--- config.mk ---
export PLATFORM = sky130hd
export DESIGN_NAME = exmem_stage_skid
export DESIGN_NICKNAME = d
export VERILOG_FILES = /design/src/rtl/exmem_stage_skid.sv
export SDC_FILE = /design/constraint.sdc
export NUM_CORES = 1
export LEC_CHECK = 0
export CORE_ASPECT_RATIO = 0.6
export CORE_MARGIN = 3
export CORE_UTILIZATION = 40
export DETAILED_ROUTE_END_ITERATION = 8
export GPL_TIMING_DRIVEN = 0
export PLACE_DENSITY_LB_ADDON = 0.05
export SYNTH_ARGS = -nofsm -noshare
export SYNTH_HDL_FRONTEND = slang
export SYNTH_SLANG_ARGS = --single-unit
--- constraint.sdc ---
create_clock -name clk -period 2 [get_ports clk]
set_input_delay 0.2 -clock clk [delete_from_list [all_inputs] [get_ports clk]]
set_output_delay 0.2 -clock clk [all_outputs]
set_load 0.02 [all_outputs]
--- src/rtl/exmem_stage_skid.sv ---
// EX/MEM pipeline stage with a two-entry skid buffer.
//
// Handshake: a transfer happens on a rising edge where valid and ready are
// both 1 on the same side. in_ready depends only on registered state and on
// rst_n, never on out_ready. out_valid is a decode of registered state.
// Output payload always comes from the head register M, so in_* has no
// combinational path to *_out.
//
// Squashed and empty slots are bubbles. Their control bits are cleared in M
// whenever the stage becomes empty, so control outputs read 0 while out_valid
// is 0.
module exmem_stage_skid #(
    parameter int DATA_W = 32,
    parameter int REG_W  = 5
) (
    input  logic              clk,
    input  logic              rst_n,
    input  logic              flush,
    input  logic              in_valid,
    output logic              in_ready,
    input  logic              regwrite_in,
    input  logic              memtoreg_in,
    input  logic              memwrite_in,
    input  logic              memread_in,
    input  logic              branch_in,
    input  logic              zflag_in,
    input  logic [DATA_W-1:0] branch_result_in,
    input  logic [DATA_W-1:0] alures_in,
    input  logic [DATA_W-1:0] data2_in,
    input  logic [REG_W-1:0]  instruccion_in,
    output logic              out_valid,
    input  logic              out_ready,
    output logic              regwrite_out,
    output logic              memtoreg_out,
    output logic              memwrite_out,
    output logic              memread_out,
    output logic              branch_out,
    output logic              zflag_out,
    output logic [DATA_W-1:0] branch_result_out,
    output logic [DATA_W-1:0] alures_out,
    output logic [DATA_W-1:0] data2_out,
    output logic [REG_W-1:0]  instruccion_out,
    output logic [1:0]        count,
    output logic [1:0]        state_o
);

    // The state encoding equals the occupancy, so count is the state itself.
    typedef enum logic [1:0] {
        ST_EMPTY = 2'd0,
        ST_ONE   = 2'd1,
        ST_FULL  = 2'd2
    } state_t;

    typedef struct packed {
        logic              regwrite;
        logic              memtoreg;
        logic              memwrite;
        logic              memread;
        logic              branch;
        logic              zflag;
        logic [DATA_W-1:0] branch_result;
        logic [DATA_W-1:0] alures;
        logic [DATA_W-1:0] data2;
        logic [REG_W-1:0]  instruccion;
    } entry_t;

    state_t state_q, state_d;
    entry_t m_q, m_d;
    entry_t s_q, s_d;
    entry_t in_entry;
    logic   accept;
    logic   pop;

    // Turns an entry into a bubble; data fields are left as they were.
    function automatic entry_t clear_ctrl(input entry_t e);
        entry_t r;
        r          = e;
        r.regwrite = 1'b0;
        r.memtoreg = 1'b0;
        r.memwrite = 1'b0;
        r.memread  = 1'b0;
        r.branch   = 1'b0;
        r.zflag    = 1'b0;
        return r;
    endfunction

    assign in_entry.regwrite      = regwrite_in;
    assign in_entry.memtoreg      = memtoreg_in;
    assign in_entry.memwrite      = memwrite_in;
    assign in_entry.memread       = memread_in;
    assign in_entry.branch        = branch_in;
    assign in_entry.zflag         = zflag_in;
    assign in_entry.branch_result = branch_result_in;
    assign in_entry.alures        = alures_in;
    assign in_entry.data2         = data2_in;
    assign in_entry.instruccion   = instruccion_in;

    assign in_ready  = rst_n & (state_q != ST_FULL);
    assign out_valid = (state_q != ST_EMPTY);
    assign accept    = in_valid & in_ready;
    assign pop       = out_valid & out_ready;

    // Next-state and next-payload selection; flush overrides normal flow.
    always_comb begin
        state_d = state_q;
        m_d     = m_q;
        s_d     = s_q;
        if (flush) begin
            state_d = ST_EMPTY;
            m_d     = clear_ctrl(m_q);
            s_d     = clear_ctrl(s_q);
        end else begin
            case (state_q)
                ST_EMPTY: begin
                    if (accept) begin
                        m_d     = in_entry;
                        state_d = ST_ONE;
                    end
                end
                ST_ONE: begin
                    if (pop && accept) begin
                        m_d = in_entry;
                    end else if (pop) begin
                        m_d     = clear_ctrl(m_q);
                        state_d = ST_EMPTY;
                    end else if (accept) begin
                        s_d     = in_entry;
                        state_d = ST_FULL;
                    end
                end
                ST_FULL: begin
                    if (pop) begin
                        m_d     = s_q;
                        s_d     = clear_ctrl(s_q);
                        state_d = ST_ONE;
                    end
                end
                default: begin
                    state_d = ST_EMPTY;
                    m_d     = clear_ctrl(m_q);
                    s_d     = clear_ctrl(s_q);
                end
            endcase
        end
    end

    // State and storage registers; reset clears every field, data included.
    always_ff @(posedge clk) begin
        if (!rst_n) begin
            state_q <= ST_EMPTY;
            m_q     <= '0;
            s_q     <= '0;
        end else begin
            state_q <= state_d;
            m_q     <= m_d;
            s_q     <= s_d;
        end
    end

    assign regwrite_out      = m_q.regwrite;
    assign memtoreg_out      = m_q.memtoreg;
    assign memwrite_out      = m_q.memwrite;
    assign memread_out       = m_q.memread;
    assign branch_out        = m_q.branch;
    assign zflag_out         = m_q.zflag;
    assign branch_result_out = m_q.branch_result;
    assign alures_out        = m_q.alures;
    assign data2_out         = m_q.data2;
    assign instruccion_out   = m_q.instruccion;
    assign count             = state_q;
    assign state_o           = state_q;

endmodule

==> impl_results.md <==
* Outcome: finished clean
* Layout Cells excl Fill at about 1.5k
* Highest routed metal layer: met5
* Clock Pin Slew Worst Setup and Hold Paths at 0.06 ns
* 1st-pass router iterations at 5
* WHS at 0.134 ns
* Switching Power at 2.40 mW
* First-pass GRT wire length at 42100 microns
* # H-tree levels at 1
* Cell Chain, Critical Path: buf_6, and2b_2, buf_8, nor2b_1, buf_4
* Netlist cell types at 34
* R2R Path Start: count[0]$_SDFFE_PP0P_
* Max Freq at ~520 MHz
* Final Hold Fails at 0
* Leakage power at 4.51 nW
* HPWL after detailed placement at 18800 microns
* Worst hold start: in_valid
* Cells after synthesis at 997
* Layout cells sized above 1 at 0.0905
* Rows at 41
* CTS tree: built
* Fill count at roughly 2.0k
* Routed len/inst at 17.5 microns
* Ports at 225
* I/O Buffers at 223
* Routed met2 length at roughly 11000 microns
* Die Y at 121 microns
* Hold EP: count[1]$_SDFFE_PP0P_
* Clk_lat worst skew at about 0.50 ns
* Final setup fails at 0
* Delay-heaviest family, CP: buffers and inverters
* Die Wd at ~200 microns
* Combinational family with the most area after synthesis: compound AO/OA/AOI/OAI gates
* Metal-1 WL at 13500 microns
* Core Box Area at 21200 sq um
* Inst Count DP at 1499
* VDD IR max at between 400 and 500 uV
* Die Area at 23800 sq um
* Synthesized area at between 8000 and 9000 sq um
* Slowest cell on the critical path: dfxtp_2
* Simple-gate share of the synthesized area at 0.111
* Reg2Reg Setup Slack at 0.15 ns
* Vias in the first global route at 7601
* Multi-input combinational cell area at 3800 sq um
* Max Clock Skew at between 0.01 and 0.015 ns
* Worst-case reg-to-reg path depth at 6
* XOR/XNOR Fraction of Synth Area at 0
* Clock Power Share at 0.420
* Seq cells post-synth at around 220
* DRC viols at 0
* Fin crit share at 0.956
* Crit Path Class: flip-flop to primary output
* Max-Slew Margin vs Limit at 0.412
* Layout area overhead at 37.9%
* Mapped Avg Cell Area at 8.79 sq um
* Routed vias/inst at 5.31
* Initial Util at 0.413
* Worst Path Required at 1.80 ns
* Antenna diodes at 0
* Antenna-violating nets left at 0
* Switching share of power at 0.243
* Crit path max fanout at 19
* Sequential area share after synthesis at 0.493
* HP Class: input pin to flip-flop
* CP Capture Type: primary output
* CP max stage delay at roughly 0.36 ns
* CTS Buf Count at 22
* Worst-Margin Slew at ~0.9 ns
* Register share of total power at 0.455
* Adder-cell share of the synthesized area at 0
* Ys Warns at 0
* Arrival @ worst endpoint at 1.71 ns
* Storage element area at between 4000 and 5000 sq um
* Largest net degree at the start of global routing at 20
* RSZ-0062 raised after global routing: false
* R2R Path End: data2_out[17]$_SDFFE_PN0P_
* Internal Power at 7.49 mW
* Routed wire length at 26800 microns
* Clock period minus worst slack at 1.91 ns
* Max Cap Violations at 0
* Nets at around 1.4k
* Comb pwr share at 0.125
* Initial antenna violation count at 1
* Aggregate global-route resource usage at 0.219
* Post-Syn Nets at 1109
* CTS sink count at 216
* Remaining global-route overflow at 0
* CP startpoint kind: flip-flop
* First DRT Iteration DRCs at 576
* CP startpoint: count[0]$_SDFFE_PP0P_
* Gp weighted congestion at 0.772
* Metal3 WL at ~1900 microns
* Pins Over Slew Limit at 0
* CP Depth at 5
* Total number of vias at approximately 8k
* Pwr per Cell Area at 819 nW/um^2
* Root Buffer: clkbuf_16
* Buffers & Inverters on Critical Path at 3
* CTS max path bufs at 3
* Mux contribution to synthesized area at 0.0160
* Compound-cell area share of the yosys netlist at 0.307
* Post-CTS setup buffers at 0
* Hold path cells at 3
## how the worst max path moves through the flow
| stage | slack [ns] | end |
|---|---|---|
| 2_1_floorplan | 0.29 | in_ready |
| 3_3_place_gp | -0.43 | in_ready |
| 3_5_place_dp | -0.42 | in_ready |
| 4_1_cts | 0.03 | in_ready |
| 5_1_grt | 0.008 | in_ready |
| 6_report | 0.09 | in_ready |
## stage by stage
step	total power, mW	util	worst slack [ns]	area [sq um]	TNS, ns
floorplan	5.17	-	0.290	8760	0
global placement	5.83	0.534	-0.430	11300	-41.48
detailed placement	5.82	0.534	-0.423	11300	-44.79
CTS	9.99	0.569	0.0255	12100	0
global route	10.3	0.569	0.00785	12100	0
finish	9.89	0.569	0.0889	12100	0
## worst register-to-register path, cell delays in order, from the launching register on
cell and delay (ns):
dfxtp_2 0.34, buf_6 0.14, nor2b_4 0.14, o32ai_4 0.33, buf_2 0.37, buf_2 0.31, a21oi_1 0.10
## logic make-up after synthesis
group | count (synthesis)
AO/OA/AOI/OAI | 425
buffers and inverters | 106
flip-flops | 216
multiplexers | 14
AND/OR/NAND/NOR | 236
## final cells by class
class,count,share of cell area
sequential,216,0.358
multi-input combinational,675,0.315
timing repair buffer,223,0.184
buffer,99,0.0525
clock buffer,32,0.0521
tap,279,0.0289
clock inverter,8,0.00787
inverter,6,0.00186
## power by group through the flow
stage | Combinational, mW | Sequential [mW] | Clock, mW
floorplan | 0.452 | 4.72 | 0
global placement | 1.23 | 4.59 | 0
detailed placement | 1.23 | 4.59 | 0
CTS | 1.24 | 4.50 | 4.25
global route | 1.33 | 4.51 | 4.42
finish | 1.24 | 4.50 | 4.16
## Yosys cell counts
cell,number,area (sq um)
nand3b_1,2,15.0
o31ai_1,1,7.51
or2_2,1,6.26
buf_6,20,225
o31a_1,1,8.76
nand2b_1,1,6.26
inv_1,6,22.5
and2b_1,1,7.51
nor3_2,1,10.0
a21boi_0,11,82.6
nand4b_1,1,8.76
nor3_1,1,5.00
o32ai_4,1,27.5
nor2b_1,2,12.5
or3_1,1,6.26
buf_2,40,200
clkbuf_1,29,109
nor2_1,13,48.8
a22oi_1,107,803
nand3_1,1,5.00
nand2_1,202,758
nor2b_4,1,13.8
buf_4,11,82.6
o22ai_1,6,37.5
and3b_1,1,8.76
mux2i_1,14,140
dfxtp_1,216,4320
o21ai_1,80,400
a21boi_1,90,676
o21ai_0,22,110
nand3b_4,1,20.0
o22a_1,2,17.5
and2_1,6,37.5
a21oi_1,104,521
## cell usage in the layout (no fill, tap or decap), types with 11 or more instances in the layout
master and instances:
a22oi_1 107, clkbuf_1 35, clkbuf_16 23, buf_2 36
a21oi_1 104, buf_4 14, o21ai_0 22, nand2_1 202
mux2i_1 14, a21boi_0 11, buf_6 21, dfxtp_1 214
nor2_1 13, a21boi_1 90, clkdlybuf4s50_1 221, o21ai_1 80
## per-layer routing
metal | vias to the layer above | global-route usage
met1 | 3851 | 0.341
met2 | 276 | 0.313
li1 | 4000 | -
met4 | 2 | 0.0409
met3 | 32 | 0.0418
met5 | - | 0
## what timing repair did
item                                    in CTS  in global routing
cloned                                       0                  0
pin swaps                                    0                  0
hold endpoints to repair                     0                  0
hold buffers                                 0                  0
endpoints found under the setup margin       2                  1
gates resized for setup                     18                  3
## sequential cells by signal (all words and copies together), names as in the netlist, 2 cells and up
register / count
alures_out: 32
branch_result_out: 32
count: 2
data2_out: 32
instruccion_out: 5
s_q: 107
Power figures use the tool's default switching activity.
==> variant 1, RTL diff (same settings) <==
Change the parameter `REG_W` from 5 to 7.
--- a/src/rtl/exmem_stage_skid.sv
+++ b/src/rtl/exmem_stage_skid.sv
@@ -12,5 +12,5 @@
 module exmem_stage_skid #(
     parameter int DATA_W = 32,
-    parameter int REG_W  = 5
+    parameter int REG_W  = 7
 ) (
     input  logic              clk,
Ports: changed (resized instruccion_in and instruccion_out); port bits go from 225 to 229. The function was not compared with the original's and may differ.
==> variant 1 against the unedited design <==
  * Synthesized area grew 0.49%
  * Cell area grew 1.2%
  * Die area grew 0.47%
  * Sequential power grew 2%
  * Synthesized cell count is 1.8% higher
  * Maximum frequency shrank 0.66%
  * Wire length up 4.0%
  * Largest power group unchanged
  * Worst setup slack lost 0.013 ns
  * Power grew 0.38%
  * Sequential cell count is 4 higher
==> variant 1: results (changes against the unedited design) <==
Dpl hpwl: 19600 microns (+4.3%)
Power in the clock group: 4100 uW (-1%)
Vias: 8327 (+2.0%)
Netlist cell types: 32 (-5.9%)
Sw Pwr: 2380 uW (-0.68%)
Share of post-route cells with drive strength above 1: 8.20% (-0.86 points)
Status: finished clean
First-pass GRT wire length: 43100 microns (+2.5%)
Clk_skew: 0.00848 ns (-0.00482 ns)
Reg2reg path depth: 7 (+1)
Largest net degree at the start of global routing: 15 (-25%)
Total CTS buffers: 21 (-4.5%)
FILL cells: 1931 (-1.4%)
Detailed Route Iter0 Violations: 600 (+4.2%)
Multiplexer area fraction after synthesis: 1.59% (-0.0077 points)
Metal1 wirelength: 14000 microns (+3.4%)
Synth top area cells: dfxtp_1 (50%), a22oi_1 (9.3%), nand2_1 (8.8%)
Leak: 0.00453 uW (+0.44%)
Total Wirelength: 27900 microns (+4.0%)
Register area share after synthesis: 50.0% (+0.67 points)
Met1 GRT Util: 35.9% (+1.8 points)
Worst-Margin Slew: 0.877 ns (+0.00234 ns)
Worst slack, placed: -0.652 ns (-0.229 ns)
Commonest cells in the synthesized netlist: dfxtp_1 (220), nand2_1 (206), a22oi_1 (109)
Routed wl met2: 11400 microns (+3.1%)
Worst vdd ir: 464 uV (-4.6%)
Compound-Gate Fraction of Synth Area: 31.2% (+0.46 points)
Initial antenna violation count: 2 (+1)
Final nets: 1383 (+2.1%)
Routed length on met3: 2290 microns (+18%)
Drt wl/cell: 17.9 microns (+2.5%)
Vias in the first global route: 7789 (+2.5%)
Port Buf Inserts: 227 (+1.8%)
GR Layer Usage met2: 31.5% (+0.17 points)
Max reg flops: 109 (+1.9%)
## variant 1: path summary, 6_finish.rpt
kind | from | endpoint | slack [ns]
max | count[1] | in_ready | 0.08
max reg2reg | count[0] | s_q[10] | 0.17
min | in_valid | count[1] | 0.10
min reg2reg | s_q[60] | s_q[60] | 0.45
## variant 1: what timing repair did
action,CTS,global route
gates cloned,0,0
setup endpoints to repair,101,130
buffers inserted,4,0
resized for setup,26,9
pin swaps,1,0
## variant 1: final cells by class
class / instances / area, sq um / share of cell area (%)
Inverter: 6 / 22.5 / 0.184
Buffer: 102 / 578 / 4.73
Sequential cell: 220 / 4410 / 36.0
Clock inverter: 6 / 105 / 0.859
Timing Repair Buffer: 231 / 2310 / 18.9
Tap cell: 279 / 349 / 2.85
Multi-Input combinational cell: 687 / 3870 / 31.7
Clock buffer: 29 / 586 / 4.79
==> variant 2, RTL diff (same settings) <==
Made on the original files. Make the reset (`rst_n`) asynchronous in one clocked block.
--- a/src/rtl/exmem_stage_skid.sv
+++ b/src/rtl/exmem_stage_skid.sv
@@ -146,5 +146,5 @@
 
     // State and storage registers; reset clears every field, data included.
-    always_ff @(posedge clk) begin
+    always_ff @(posedge clk or negedge rst_n) begin
         if (!rst_n) begin
             state_q <= ST_EMPTY;
Formal check against the unedited RTL: not equivalent (a bounded check fails within 4 cycles, from zero or initial values and one cycle with rst_n low; the reset may be asserted at any time).
==> variant 2 against the unedited design <==
  * Hold slack got worse by 0.10 ns
  * Cell area up 14%
  * Die area increased by 13%
  * Wire length grew 21%
  * Synthesized area rose by 14%
  * Sequential share of layout area is 3.6 points higher
  * Critical path depth shrank 2
  * Worst setup slack got worse by 0.029 ns
  * First-iteration DRC count grew 20%
  * Core utilization down 0.65 points
  * Sequential cell count unchanged
Power is not compared: it rests on default switching activity, and its combinational part moved more than twofold at a synthesized area within 25%.
==> variant 2: results (changes against the unedited design) <==
Status: finished clean
Ys async rst share: 100% (+100 points)
First-pass GRT wire length: 51200 microns (+22%)
Largest net degree at the start of global routing: 51 (+160%)
Most frequent cell after synthesis: dfrtp_1
Dpl hpwl: 22300 microns (+19%)
Crit path DAT: 1.74 ns (+0.03 ns)
Initial antenna violation count: 2 (+1)
Critical path peak fanout: 8 (-11)
Hold/Removal Path Class: input pin to async pin
Synth top area cells: dfrtp_1 (54%), a21oi_1 (8.3%), nand2_1 (8.1%)
Syn nets: 1219 (+9.9%)
Cells after Synth: 1107 (+11%)
FILL cells: 2257 (+15%)
DRT Pass-1 Iters: 5 (unchanged)
Vias in the first global route: 8756 (+15%)
Netlist cell types: 31 (-8.8%)
Port Buf Inserts: 222 (-0.45%)
Register area share after synthesis: 54.1% (+4.8 points)
Share of post-route cells with drive strength above 1: 9.55% (+0.50 points)
Crit path launch: count[1]
GR Util All Layers: 24.1% (+2.2 points)
Commonest cells in the synthesized netlist: dfrtp_1 (216), nand2_1 (215), a21oi_1 (166), nor2_1 (166), nand3_1 (102)
Total Wirelength: 32400 microns (+21%)
Gpl congestion: 0.818 (+6.0%)
Inst Count DP: 1653 (+10%)
Detailed Route Iter0 Violations: 692 (+20%)
Worst-Margin Slew: 0.690 ns (-0.185 ns)
Final nets: 1482 (+9.4%)
Avg Vias per Cell: 5.24 (-1.3%)
Total CTS buffers: 21 (-4.5%)
Vias: 8923 (+9.3%)
Clk_skew: 0.00996 ns (-0.00334 ns)
==> variant 2: cells by family after synthesis <==
group / synth area share, %
compound gates: 12.7
flops: 54.1
simple gates: 20.5
buf+inv: 5.22
mux: 7.51
==> variant 2: routing by layer <==
metal / track usage (%) / part of all wire (%) / wire length [microns]
met1: 38.6 / 51 / 16500
met2: 34.7 / 42 / 13500
met4: 3.72 / 1.4 / 457
met5: 0 / 0.083 / 27
met3: 4.12 / 6.0 / 1950
==> variant 2: timing repair <==
item,4_1_cts,5_1_grt
hold buffers,11,0
buffers inserted,1,2
gates cloned,2,0
resized for setup,21,26
endpoints found under the hold margin,84,0
pin swaps,0,1
setup endpoints to repair,200,187
==> variant 2: worst paths after layout <==
check                           endpoint  slack (ns)
max                            out_valid        0.06
min                             count[0]        0.03
max reg2reg                data2_out[23]        0.09
min reg2reg                       s_q[7]        0.47
max in group asynchronous        s_q[72]        1.17
min in group clk                count[1]        0.13
==> variant 2: through the flow <==
stage	setup WS, ns	power [uW]	util [%]	instance area, sq um
after floorplan	0.338	6820	-	9990
after global placement	-9.24	8520	51.7	12600
after detailed placement	-0.954	8550	52.0	12700
after CTS	0.000494	12500	55.9	13600
after global routing	-0.00746	13000	56.3	13700
final	0.0596	12400	56.3	13700
==> variant 2: critical path, stage by stage, from the launching register on <==
cell,delay (ns)
dfrtp_1,0.42
buf_4,0.18
or2_2,0.29
dlygate4sd2_1,0.35
==> variant 2: layout make-up <==
class / count / area share, %
plain buffers: 91 / 4.12
clock buffers: 32 / 4.50
clock inverters: 3 / 0.128
inverters: 6 / 0.164
multi-input cells: 794 / 29.8
flip-flops and latches: 216 / 39.4
well taps: 322 / 2.94
repair buffers: 240 / 18.9
